--- config.mk ---
export PLATFORM = sky130hd
export DESIGN_NAME = pulse_swallow_div
export DESIGN_NICKNAME = d
export VERILOG_FILES = /design/src/rtl/pulse_swallow_div.sv
export SDC_FILE = /design/constraint.sdc
export NUM_CORES = 1
export LEC_CHECK = 0
export CORE_ASPECT_RATIO = 2
export CORE_UTILIZATION = 59
export CTS_BUF_LIST = sky130_fd_sc_hd__clkbuf_8
export DETAILED_ROUTE_END_ITERATION = 10
export PLACE_DENSITY_LB_ADDON = 0.3
export SETUP_SLACK_MARGIN = 0.05
export SYNTH_ARGS = -nofsm -noshare
export SYNTH_HDL_FRONTEND = slang
export SYNTH_SLANG_ARGS = --single-unit
--- constraint.sdc ---
create_clock -name clk_in -period 3.5 [get_ports clk_in]
set_input_delay 1.05 -clock clk_in [delete_from_list [all_inputs] [get_ports clk_in]]
set_output_delay 1.05 -clock clk_in [all_outputs]
set_load 0.005 [all_outputs]
--- src/rtl/pulse_swallow_div.sv ---
// Dual-modulus (M / M+1) programmable clock divider, total ratio N = P*M + S.
// Latency: clk_out registered, changes one clk_in edge after the internal counters decide.
// Backpressure: none; a load is held as pending and applied at the next output-period boundary.
module pulse_swallow_div #(
    parameter int M     = 4,
    parameter int P_W   = 6,
    parameter int S_W   = 2,
    parameter int P_RST = 5,
    parameter int S_RST = 0
) (
    input  logic           clk_in,
    input  logic           rstb,
    input  logic [P_W-1:0] p_val,
    input  logic [S_W-1:0] s_val,
    input  logic           load,
    output logic           clk_out,
    output logic           mod_ctrl,
    output logic           cycle_done,
    output logic           ratio_err
);

    localparam int PRE_W = $clog2(M + 1);
    localparam int CMP_W = P_W + S_W;

    logic [PRE_W-1:0] r_pre_cnt;
    logic [P_W-1:0]   r_p_cnt;
    logic [S_W-1:0]   r_s_cnt;
    logic [P_W-1:0]   r_p_act;
    logic [S_W-1:0]   r_s_act;
    logic [P_W-1:0]   r_p_pend;
    logic [S_W-1:0]   r_s_pend;
    logic             r_pend_vld;
    logic             r_clk_out;
    logic             r_ratio_err;

    logic             w_pre_term;
    logic             w_bound;
    logic             w_load_ok;
    logic [P_W-1:0]   w_p_act_nxt;
    logic [S_W-1:0]   w_s_act_nxt;
    logic [P_W-1:0]   w_p_cnt_nxt;
    logic [S_W-1:0]   w_s_cnt_nxt;
    logic [P_W:0]     w_half;

    // Swallow periods come first: the prescaler runs /(M+1) while s_cnt is non-zero.
    assign mod_ctrl   = (r_s_cnt != '0);
    assign w_pre_term = mod_ctrl ? (r_pre_cnt == PRE_W'(M)) : (r_pre_cnt == PRE_W'(M - 1));
    assign w_bound    = w_pre_term && (r_p_cnt == r_p_act - P_W'(1));
    assign cycle_done = w_bound;
    assign clk_out    = r_clk_out;
    assign ratio_err  = r_ratio_err;

    assign w_load_ok = (p_val >= P_W'(2)) && (CMP_W'(p_val) >= CMP_W'(s_val));

    always_comb begin
        w_p_act_nxt = r_p_act;
        w_s_act_nxt = r_s_act;
        w_p_cnt_nxt = r_p_cnt;
        w_s_cnt_nxt = r_s_cnt;
        if (w_bound) begin
            w_p_cnt_nxt = '0;
            if (r_pend_vld) begin
                w_p_act_nxt = r_p_pend;
                w_s_act_nxt = r_s_pend;
            end
            w_s_cnt_nxt = w_s_act_nxt;
        end else if (w_pre_term) begin
            w_p_cnt_nxt = r_p_cnt + P_W'(1);
            if (r_s_cnt != '0) begin
                w_s_cnt_nxt = r_s_cnt - S_W'(1);
            end
        end
        // High for ceil(P/2) prescaler periods of the ratio in force after this edge.
        w_half = ({1'b0, w_p_act_nxt} + (P_W + 1)'(1)) >> 1;
    end

    always_ff @(posedge clk_in or negedge rstb) begin
        if (!rstb) begin
            r_pre_cnt   <= '0;
            r_p_cnt     <= '0;
            r_s_cnt     <= S_W'(S_RST);
            r_p_act     <= P_W'(P_RST);
            r_s_act     <= S_W'(S_RST);
            r_p_pend    <= '0;
            r_s_pend    <= '0;
            r_pend_vld  <= 1'b0;
            r_clk_out   <= 1'b1;
            r_ratio_err <= 1'b0;
        end else begin
            r_pre_cnt <= w_pre_term ? '0 : r_pre_cnt + PRE_W'(1);
            r_p_cnt   <= w_p_cnt_nxt;
            r_s_cnt   <= w_s_cnt_nxt;
            r_p_act   <= w_p_act_nxt;
            r_s_act   <= w_s_act_nxt;
            r_clk_out <= ({1'b0, w_p_cnt_nxt} < w_half);
            if (w_bound) begin
                r_pend_vld <= 1'b0;
            end
            // A load on a boundary edge lands in pending, so it waits for the following boundary.
            if (load) begin
                if (w_load_ok) begin
                    r_p_pend    <= p_val;
                    r_s_pend    <= s_val;
                    r_pend_vld  <= 1'b1;
                    r_ratio_err <= 1'b0;
                end else begin
                    r_ratio_err <= 1'b1;
                end
            end
        end
    end

endmodule

==> flow_metrics.py, run 1 <==
metrics = {
    "clocking": {
        "htree_num_levels": 2,
        "cts_num_sinks": 30,
        "root_buffer": "clkbuf_8",
        "clk_latency_ps": 290,
        "cts_tree": "built",
        "ctsHoldBuffers": 0,
        "cts_buffers": 5,
        "clockBufferDepth": 2,
        "clk_pin_slew_worst_paths_ps": 70,
    },
    "drt": {
        "highest_layer": "met4",
        "wl_met2_mm": 2.331,
        "drtAntennaViolNets": 0,
        "drt_pass1_iterations": 4,
        "wl_mm": 4.060,
        "dr_wl_met3_microns": 130,
        "viasPerCell": 5.943,
        "drc": 0,
        "drt_iter0_markers": 41,
        "wl_per_cell_microns": 16.64,
        "vias": 1450,
        "met1_length_mm": 1.364,
    },
    "die": {
        "num_rows": 27,
        "die_area_sq_um": 3224,
        "io_pins": 15,
        "die_y_microns": 79.31,
        "start_util": 0.6287,
        "die_w_microns": 40.65,
        "core-area_sq_um": 2804,
    },
    "grt": {
        "antenna_found_initial": 0,
        "grt_pass1_wl_mm": 6.603,
        "grt_pass1_vias": 1495,
        "grt_max_degree": 31,
        "gr-total-overflow": 0,
        "grt.total_usage": 0.3101,
    },
    "worst_setup_path": {
        "worstPathArrival_ps": 2270,
        "reg2reg_depth": 16,
        "cp_max_fo": 4,
        "end_kind": "primary output",
        "crit_top_cell": "inv_2",
        "path_class": "reg -> out",
        "path_buf_inv": 4,
        "cp_top_family": "simple AND/OR/NAND/NOR gates",
        "slowest_delay_ps": 560,
        "cp.required_ps": 2450,
        "worstPathCellList": "inv_2 -> ha_4 -> or4b_4 -> a211oi_4 -> buf_4 -> nand4b_1 -> inv_2 -> dlygate4sd2_1",
        "start_kind": "register",
        "critical_path_depth": 8,
        "crit_path_top_delay_cell": "or4b_4",
    },
    "sta": {
        "setup_violations": 0,
        "setup_ws_ps": 182.6,
        "setup_tns_ps": 0,
        "slew_headroom": 0.7175,
        "worst_slew_pin_slew_ps": 420.7,
        "min_period_over_period": 0.9478,
        "rsz0062_at_grt": "false",
        "period_needed_ps": 3317,
        "max_freq_ghz": 0.3014,
        "hold_viol": 0,
        "slew_violations": 0,
        "skew_ps": 6.410,
    },
    "synthesis": {
        "ys_seq_area_frac": 0.4280,
        "synth_edf_count": 0,
        "avgSynthCellArea_sq_um": 9.686,
        "ys_warn_count": 0,
        "synth_top_area_frac": 0.3833,
        "synth_top_family_by_area": "simple AND/OR/NAND/NOR gates",
        "synth-simple-area-share": 0.1874,
        "synth.distinct_cells": 42,
        "yosys-top-cells-count": "27 x dfrtp_1, 27 x nand2_1, 13 x nor2_1, 12 x xnor2_1, 11 x ha_1",
        "syn_area_sq_um": 1763,
        "synth_adder_area_share": 0.07807,
        "synth-compound-area-share": 0.1086,
        "synth_cells": 182,
        "async_flop_share": 1.000,
        "synth_top_cells_by_area": "dfrtp_1 38%, ha_1 7.8%, xnor2_1 6.0%",
        "synth-seq-cells": 30,
        "synth-xor-area-share": 0.1093,
        "synthFlopType": "dfrtp_1",
        "synth_mux_area_frac": 0.05607,
        "syn_nets": 204,
        "yosysTopAreaCell": "dfrtp_1",
    },
    "power": {
        "powerDensity_nw_per_um2": 324.1,
        "total_leakage_power_nw": 1.021,
        "ir_drop_mv": 0.4101,
    },
    "worst_hold_path": {
        "hold_class": "reg -> reg",
        "holdPathStages": 1,
    },
    "finish": {
        "drive_gt1_frac": 0.2047,
        "fillers": 192,
        "final_core_util": 0.7773,
        "syn2layout_area_growth_pct": 23.63,
        "diodes": 0,
        "finalInstanceArea_sq_um": 2180,
        "layout.nets": 236,
    },
    "place": {
        "hpwl_mm": 2.858,
        "pre_cts_slack_ps": 162.0,
        "routabilityCongestion": 0.8037,
        "portBuffers": 14,
        "placedInstanceArea_sq_um": 1961,
    },
    "run": {
        "maxCapViolCount": 0,
    },
    "outcome": {
        "status": "completed",
    },
}
-- path summary, 6_finish.rpt --
| path | endpoint | slack [ps] | from |
|---|---|---|---|
| max | cycle_done | 180 | r_s_cnt[0] |
| min | r_pre_cnt[0] | 500 | r_pre_cnt[0] |
| max reg2reg | clk_out | 230 | r_s_cnt[0] |
| min reg2reg | r_pre_cnt[0] | 500 | r_pre_cnt[0] |
| max in group asynchronous | clk_out | 2030 | rstb |
| min in group asynchronous | r_s_cnt[1] | 1140 | rstb |
-- cells by family after synthesis --
kind of cell    after synthesis
simple gates                 67
mux                           9
flops                        30
fa+ha+maj                    11
compound gates               29
buf+inv                      14
xor+xnor                     22
-- metal layers --
metal / vias to the layer above / GRT usage
met4: 0 / 0.1933
met5: - / 0
met3: 20 / 0.08101
met1: 698 / 0.3008
met2: 40 / 0.5254
li1: 692 / -
-- registers in the layout, summed over array words and instances, names as in the netlist --
name	flops
r_pend_vld	1
r_s_pend	2
r_s_act	2
r_p_pend	6
r_p_cnt	6
ratio_err	1
r_pre_cnt	3
clk_out	1
r_p_act	6
r_s_cnt	2
-- power by group --
| group | total [mW] | switching (mW) | internal, mW |
|---|---|---|---|
| logic | 0.0514 | 0.0248 | 0.0266 |
| clock network | 0.286 | 0.131 | 0.155 |
| registers | 0.369 | 0.0114 | 0.357 |
-- placed cells by master (no fill, tap or decap), types with 3 or more instances in the layout --
master,n
a21oi_1,7
and3_1,6
buf_4,14
clkbuf_8,6
clkdlybuf4s50_1,13
dfrtp_1,27
dfstp_2,3
ha_1,10
inv_1,8
mux2_2,7
nand2_1,27
nand3_1,3
nor2_1,12
nor3_1,3
o21ai_0,7
or3_1,3
xnor2_1,12
xor2_1,10
-- through the flow --
stage | cells | power (mW) | hold slack, ps
after floorplan | 182 | 0.3948 | 456.0
after global placement | 226 | 0.4224 | 464.4
after detailed placement | 226 | 0.4265 | 493.0
after CTS | 237 | 0.7123 | 503.0
after global routing | 244 | 0.7300 | 528.8
final | 244 | 0.7064 | 505.0
-- layout make-up --
type                    count  area, sq um  area share
inverters                   9        33.78     0.01550
well taps                  29        36.28     0.01665
repair buffers             30        260.3      0.1194
multi-input cells         138         1003      0.4604
clock buffers               6        82.58     0.03789
flip-flops and latches     30        754.5      0.3462
clock inverters             2        8.758    0.004018
-- worst reg2reg max path: stages (launching register included) --
cell and delay, ps:
dfrtp_1 360, inv_2 60, ha_4 160, or4b_4 560, a211oi_4 240, buf_4 160
o2111ai_4 140, nor2_2 170, buf_6 130, buf_2 140, buf_4 120, buf_4 100
buf_4 100, a31oi_1 80, ha_1 320, nand3_1 70, o31a_1 280
-- what timing repair did --
| action | in CTS | in global routing |
|---|---|---|
| endpoints found under the setup margin | 1 | 1 |
| pin swaps | 5 | 6 |
| gates resized for setup | 4 | 8 |
| setup buffers | 3 | 7 |
| hold endpoints to repair | 0 | 0 |
(Power assumes the default switching activity.)
==> run 2: changes to the inputs <==
--- a/config.mk
+++ b/config.mk
@@ -8,6 +8,7 @@
 export CORE_ASPECT_RATIO = 2
 export CORE_UTILIZATION = 59
 export CTS_BUF_LIST = sky130_fd_sc_hd__clkbuf_8
+export CTS_CLUSTER_SIZE = 30
 export DETAILED_ROUTE_END_ITERATION = 10
 export PLACE_DENSITY_LB_ADDON = 0.3
 export SETUP_SLACK_MARGIN = 0.05
==> results of run 2 <==
No change in the layout: final DEF, timing and power equal those of run 1.
